`src/rtl/branch_predictor_gen2.sv`:
```
// Two-level branch predictor: PHT of saturating counters indexed by {PC, history} or
// PC ^ history, with speculative/architectural global history and mispredict repair.
module branch_predictor_gen2 #(
    parameter int unsigned HIST_W  = 4,
    parameter int unsigned PC_BITS = 2,
    parameter int unsigned PC_LSB  = 4,
    parameter int unsigned CTR_W   = 2,
    parameter int unsigned MODE    = 0,
    localparam int unsigned IDX_W  = (MODE == 0) ? PC_BITS + HIST_W : HIST_W
) (
    input  logic             clk,
    input  logic             reset_n,
    input  logic             predict_valid,
    input  logic [15:0]      current_PC,
    input  logic [8:0]       target_offset,
    output logic             prediction,
    output logic [IDX_W-1:0] pred_index,
    output logic [15:0]      target_address,
    input  logic             load_BR,
    input  logic             BR_taken,
    input  logic [IDX_W-1:0] upd_index,
    input  logic             mispredict,
    output logic [15:0]      br_count,
    output logic [15:0]      mispred_count
);

    localparam int unsigned    PHT_N    = 2 ** IDX_W;
    localparam logic [CTR_W-1:0] CTR_INIT = {1'b0, {(CTR_W - 1){1'b1}}};
    localparam logic [CTR_W-1:0] CTR_MAX  = '1;
    localparam logic [15:0]      CNT_MAX  = 16'hFFFF;

    logic [CTR_W-1:0]  pht [PHT_N];
    logic [HIST_W-1:0] spec_hist;
    logic [HIST_W-1:0] arch_hist;
    logic [HIST_W-1:0] arch_next;
    logic [IDX_W-1:0]  rd_index;
    logic [CTR_W-1:0]  upd_ctr;
    logic [CTR_W-1:0]  ctr_next;

    // Read index: concatenated PC/history or gshare fold
    generate
        if (MODE == 0) begin : g_concat
            assign rd_index = {current_PC[PC_LSB +: PC_BITS], spec_hist};
        end else begin : g_gshare
            assign rd_index = current_PC[PC_LSB +: HIST_W] ^ spec_hist;
        end
    endgenerate

    assign pred_index     = rd_index;
    assign prediction     = pht[rd_index][CTR_W-1];
    assign target_address = current_PC + {{6{target_offset[8]}}, target_offset, 1'b0};
    assign arch_next      = {arch_hist[HIST_W-2:0], BR_taken};

    // Saturating up/down step of the entry being resolved
    always_comb begin
        upd_ctr  = pht[upd_index];
        ctr_next = upd_ctr;
        if (BR_taken) begin
            if (upd_ctr != CTR_MAX) begin
                ctr_next = upd_ctr + CTR_W'(1);
            end
        end else if (upd_ctr != '0) begin
            ctr_next = upd_ctr - CTR_W'(1);
        end
    end

    always_ff @(posedge clk or negedge reset_n) begin
        if (!reset_n) begin
            for (int unsigned i = 0; i < PHT_N; i++) begin
                pht[i] <= CTR_INIT;
            end
        end else if (load_BR) begin
            pht[upd_index] <= ctr_next;
        end
    end

    // Repair from the resolved history wins over a wrong-path predict
    always_ff @(posedge clk or negedge reset_n) begin
        if (!reset_n) begin
            spec_hist <= '0;
            arch_hist <= '0;
        end else begin
            if (load_BR) begin
                arch_hist <= arch_next;
            end
            if (load_BR && mispredict) begin
                spec_hist <= arch_next;
            end else if (predict_valid) begin
                spec_hist <= {spec_hist[HIST_W-2:0], prediction};
            end
        end
    end

    always_ff @(posedge clk or negedge reset_n) begin
        if (!reset_n) begin
            br_count      <= '0;
            mispred_count <= '0;
        end else if (load_BR) begin
            if (br_count != CNT_MAX) begin
                br_count <= br_count + 16'd1;
            end
            if (mispredict && (mispred_count != CNT_MAX)) begin
                mispred_count <= mispred_count + 16'd1;
            end
        end
    end

endmodule

```
`config.mk`:
```
export PLATFORM = sky130hd
export DESIGN_NAME = branch_predictor_gen2
export DESIGN_NICKNAME = d
export VERILOG_FILES = /design/src/rtl/branch_predictor_gen2.sv
export SDC_FILE = /design/constraint.sdc
export NUM_CORES = 1
export LEC_CHECK = 0
export ABC_CLOCK_PERIOD_IN_PS = 3500
export CAP_MARGIN = 40
export CORE_MARGIN = 10
export CORE_UTILIZATION = 58
export CTS_CLUSTER_SIZE = 8
export DETAILED_ROUTE_END_ITERATION = 16
export PLACE_DENSITY_LB_ADDON = 0.2
export SLEW_MARGIN = 20
export SYNTH_ARGS = -nofsm -noshare
export SYNTH_HDL_FRONTEND = slang
export SYNTH_SLANG_ARGS = --single-unit
```
`constraint.sdc`:
```
create_clock -name clk -period 3.5 [get_ports clk]
set_clock_uncertainty 0.1 [all_clocks]
set_input_delay 0.7 -clock clk [delete_from_list [all_inputs] [get_ports clk]]
set_output_delay 0.7 -clock clk [all_outputs]
set_load 0.01 [all_outputs]
```
-- Yosys cells after proc, flatten, opt, wreduce, memory -nomap -nowiden
Cells that the tools add are included.
Widths: inputs -> output; s select.
- $add $sub $neg: 5
- order comparisons: 3
- eq/ne operators: 3
- mux-type cells: 14
- bitwise logic cells: 2
- reduce and logical (&&, ||, !) cells: 7
- operators by type and width (cell ; count):
    $bwmux 128 ; 1
    $add 16x1->16 const B ; 2
    $ne 16x16->1 const B ; 2
    $bmux 2 s6 ; 2
    $add 16x16->16 ; 1
    $mux 2 ; 8
    $ge 7x7->1 const B ; 2
    $not 6->7 ; 2
    $demux 2 s6 ; 1
    $mux 4 ; 2
    $lt 7x1->1 const B ; 1
    $reduce_and 2->1 ; 2
    $reduce_bool 2->1 ; 2
    $logic_and 1x1->1 ; 3
    $add 2x1->2 const B ; 1
    $ne 2x2->1 const B ; 1
    $sub 2x1->2 const B ; 1
- flip-flop bits (word level): 167
- bits of input ports: 37
- output and inout bits: 55
- word-level logic and storage cells: 102

-- Logic depth before layout (Yosys ltp)
- depth after elaboration: 8
- mapped depth: 11
- mapped depth without buffers: 9

-- Worst setup path before layout
No wires, ideal clock.
- kind: reg2out
- start point: reg spec_hist[0]
- end point: out prediction
- arrival: 2442 ps
- setup slack: 258 ps
- cell stages (with the launch flop): 6
- path buffers: 2
- path through: dfrtp_1 > buf_2 > buf_2 > mux4_2 > mux4_2 > mux4_2
- longest elaborated chain between the ends: 4
- ends and longest elaborated chain (what ; RTL line ; source):
    start: declaration ; 33 ; logic [HIST_W-1:0] spec_hist;
    start signal: assignment ; 87 ; spec_hist <= arch_next;
    start signal: assignment ; 89 ; spec_hist <= {spec_hist[HIST_W-2:0], prediction};
    $not 6->7 (not written as such) ; 50 ; assign prediction = pht[rd_index][CTR_W-1];
    $bmux 2 s6 ; 50 ;
    $mux 2 (not written as such) (2 in a row) ; 50 ;
    end: declaration ; 16 ; output logic prediction,
Every way passes these cells. The select of a mux whose other input is x is not followed.

-- Final worst setup path
Ends and elaborated chain as after synthesis.

==> impl_metrics.csv <==
group,metric,value,unit
routing,post-route-drc-count,0,
sta,period_needed,3630,ps
worst_setup_path,crit_fanout,5,
worst_setup_path,r2r-end,"spec_hist[0]$_DFFE_PN0P_",
worst_setup_path,crit_arrival,2830,ps
global_route,track_usage,23.4,%
pwr,p_seq_share,42.7,%
sta,worst_slack,-130,ps
clock_network,cts-root-buf,"clkbuf_16",
clock_network,insertion_delay,430,ps
final_layout,layout-area-overhead-vs-synth,26.0,%
placement,dp_hpwl,17.6,mm
synth,synth_edf_count,0,
final_layout,drive_above_1_share,44.2,%
floorplanning,core,15800,sq um
global_route,grt_max_degree,127,
synth,syn_inst,768,
synth,ys_types,57,
routing,ant_nets,0,
final_layout,multiInputGateArea,4930,sq um
final_layout,fill_cells,1052,
pwr,power,0.00582,W
global_route,grt_pass1_vias,7554,
pwr,netSwitchingFraction,29.0,%
worst_setup_path,timing.rr.start,"spec_hist[0]$_DFFE_PN0P_",
sta,fmax,275,MHz
synth,synthFlopType,"dfrtp_1",
synth,yosysTopAreaCellShare,27.6,%
synth,ys_seq_elements,167,
placement,gp_congestion,0.907,
final_layout,final_cells,1154,
synth,synth_common_cells,"mux2_2, dfrtp_1, nand2_1, dfstp_2, nor2_1",
clock_network,clkSlewWorstSetupHoldPaths,70,ps
synth,yosys.area.top_type,"dfrtp_1",
final_layout,fin_nets,978,
pwr,ir_drop,512,uV
synth,post-synth-top-count-cell,"mux2_2",
sta,timing.final.crit_share,104,%
synth,yosys_warnings,0,
worst_setup_path,start_kind,"flip-flop",
routing,avgRoutedWirePerCell,22.0,um
floorplanning,io_pins,92,
floorplanning,fp.dieH,147,um
worst_setup_path,ff2ff_setup_slack,530,ps
sta,maxSlewHeadroom,44.1,%
pwr,power_switching,0.00169,W
clock_network,htree_levels,4,
placement,numPortBuffers,89,
global_route,grt_remaining_overflow,0,
pwr,powerDensity,494,nW/um^2
placement,dp_cells,1109,
pwr,internal_power,0.00413,W
clock_network,cts_buffer_depth,2,
synth,ys_seq_area_share,45.6,%
sta,worst_pin_slew,836,ps
outcome,status,"finished, violations left",
worst_setup_path,path_class,"flip-flop to primary output",
worst_setup_path,worstSetupStartpoint,"spec_hist[0]$_DFFE_PN0P_",
synth,async_flop_share,100,%
worst_setup_path,cp.required,2700,ps
sta,tns,-130,ps
synth,synthesis.area,9350,sq um
worst_setup_path,end_kind,"primary output",
worst_setup_path,crit_end,"prediction",
clock_network,clock_sinks,167,
job,drv_cap,0,
routing,wl,25.3,mm
global_route,grt_pass1_wl,40.5,mm
routing,vias,7064,
routing,drtPass1Iterations,6,
synth,synthTopCellsByArea,"dfrtp_1, dfstp_2, mux2_2",
routing,drt_iter0_markers,537,
floorplanning,start_util,59.0,%
clock_network,cts_hold_buf,0,
final_layout,regArea,4260,sq um
clock_network,cts_buffers,17,
outcome,violations,"setup timing",
sta,rsz0062_at_grt,"yes",
routing,viasPerCell,6.12,
clock_network,cts_tree,"built",
floorplanning,die_area,21600,sq um
sta,hold_viol,0,
floorplanning,die_w,147,um
worst_setup_path,reg2reg_depth,8,
floorplanning,placementRows,46,
min_path,hp-class,"primary input to async pin",
synth,syn_nets,822,
pwr,combinationalPowerShare,24.0,%
sta,setup_viol,1,
pwr,clkPwrFrac,33.3,%
synth,syn_area_per_cell,12.2,sq um
final_layout,utilization,74.4,%
sta,slew_violations,0,
pwr,leakage,5.08,nW
global_route,antenna_found_initial,1,
[worst min path at each step]
stage	from	endpoint	slack, ps	depth (start not counted)
finish	reset_n	mispred_count[11]$_DFFE_PN0P_	90	1
global route	reset_n	mispred_count[13]$_DFFE_PN0P_	100	1
CTS	reset_n	pht[43]$_DFFE_PN0P_	80	1
detailed placement	br_count[9]$_DFFE_PN0P_	br_count[9]$_DFFE_PN0P_	380	1
global placement	mispred_count[8]$_DFFE_PN0P_	mispred_count[8]$_DFFE_PN0P_	370	1
floorplan	reset_n	arch_hist[0]$_DFFE_PN0P_	300	0
[area by class of cell]
type                            instances  share of cell area (%)
Tap cell                              216                    2.29
Antenna cell                            1                  0.0212
Timing Repair Buffer                  181                    14.3
Clock buffer                           20                    3.88
Sequential cell                       167                    36.2
Inverter                                7                   0.223
Multi-Input combinational cell        550                    41.8
Clock inverter                         12                    1.31
[worst max-delay path: stages (launching register included)]
cell and delay, ps:
dfrtp_2 480, buf_12 170, mux4_2 500, mux4_2 550, mux4_2 540, buf_6 150
[cell usage in the layout, fill, tap and decap left out, types with 14 or more instances in the layout]
| master | instances |
|---|---|
| mux2_2 | 146 |
| dfrtp_1 | 102 |
| buf_4 | 77 |
| nand2_1 | 67 |
| dfstp_2 | 64 |
| nor2_1 | 60 |
| clkdlybuf4s50_1 | 58 |
| mux4_2 | 35 |
| xnor2_1 | 29 |
| clkbuf_16 | 17 |
| nand3_1 | 16 |
| a21oi_1 | 16 |
| mux2i_1 | 14 |
[power groups by stage]
stage                     registers [W]  clock network, W  logic (W)
after global placement          0.00248                 0    0.00130
after global routing            0.00252           0.00205    0.00151
after CTS                       0.00248           0.00197    0.00138
after floorplan                 0.00247                 0   0.000741
final                           0.00249           0.00194    0.00140
after detailed placement        0.00250                 0    0.00135
[cells by family (layout without fill, tap and decap cells)]
group / after synthesis / count (layout) / share of synthesized area, %
and+or+nand+nor: 210 / 210 / 10.6
muxes: 197 / 197 / 27.8
DFF: 167 / 167 / 45.6
AOI/OAI and AO/OA: 82 / 82 / 6.05
buffers and inverters: 51 / 220 / 3.45
xor gates and xnor gates: 42 / 42 / 3.94
adders and majority gates: 19 / 19 / 2.60
other: 0 / 1 / 0
[per-stage QoR]
step                      cell area, sq um  hold slack [ps]  setup WS, ps
after floorplan                       9350              304           258
after global placement               10900              369          -751
after detailed placement             10900              378          -847
after CTS                            11700             82.2          -118
after global routing                 11800             96.4          -189
final                                11800             85.6          -130
[flip-flops by register name, summed over array words and instances, names as in the netlist]
signal         flops
spec_hist          4
br_count          16
pht              128
mispred_count     16
arch_hist          3
[what timing repair did]
item,CTS,global route
endpoints found under the setup margin,12,6
gates resized for setup,65,37
hold endpoints to repair,0,0
pin swaps,27,24
cloned,1,0
buffers inserted,10,1
[layer usage]
metal | GRT usage, % | part of all wire [%] | wire length, um | vias up
met5 | 0 | 0 | 0 | -
met4 | 9.17 | 3.3 | 844 | 0
met3 | 5.50 | 6.1 | 1550 | 73
met2 | 39.8 | 50 | 12600 | 302
met1 | 28.2 | 41 | 10300 | 3551
li1 | - | - | - | 3138
Power figures use the tool's default switching activity.
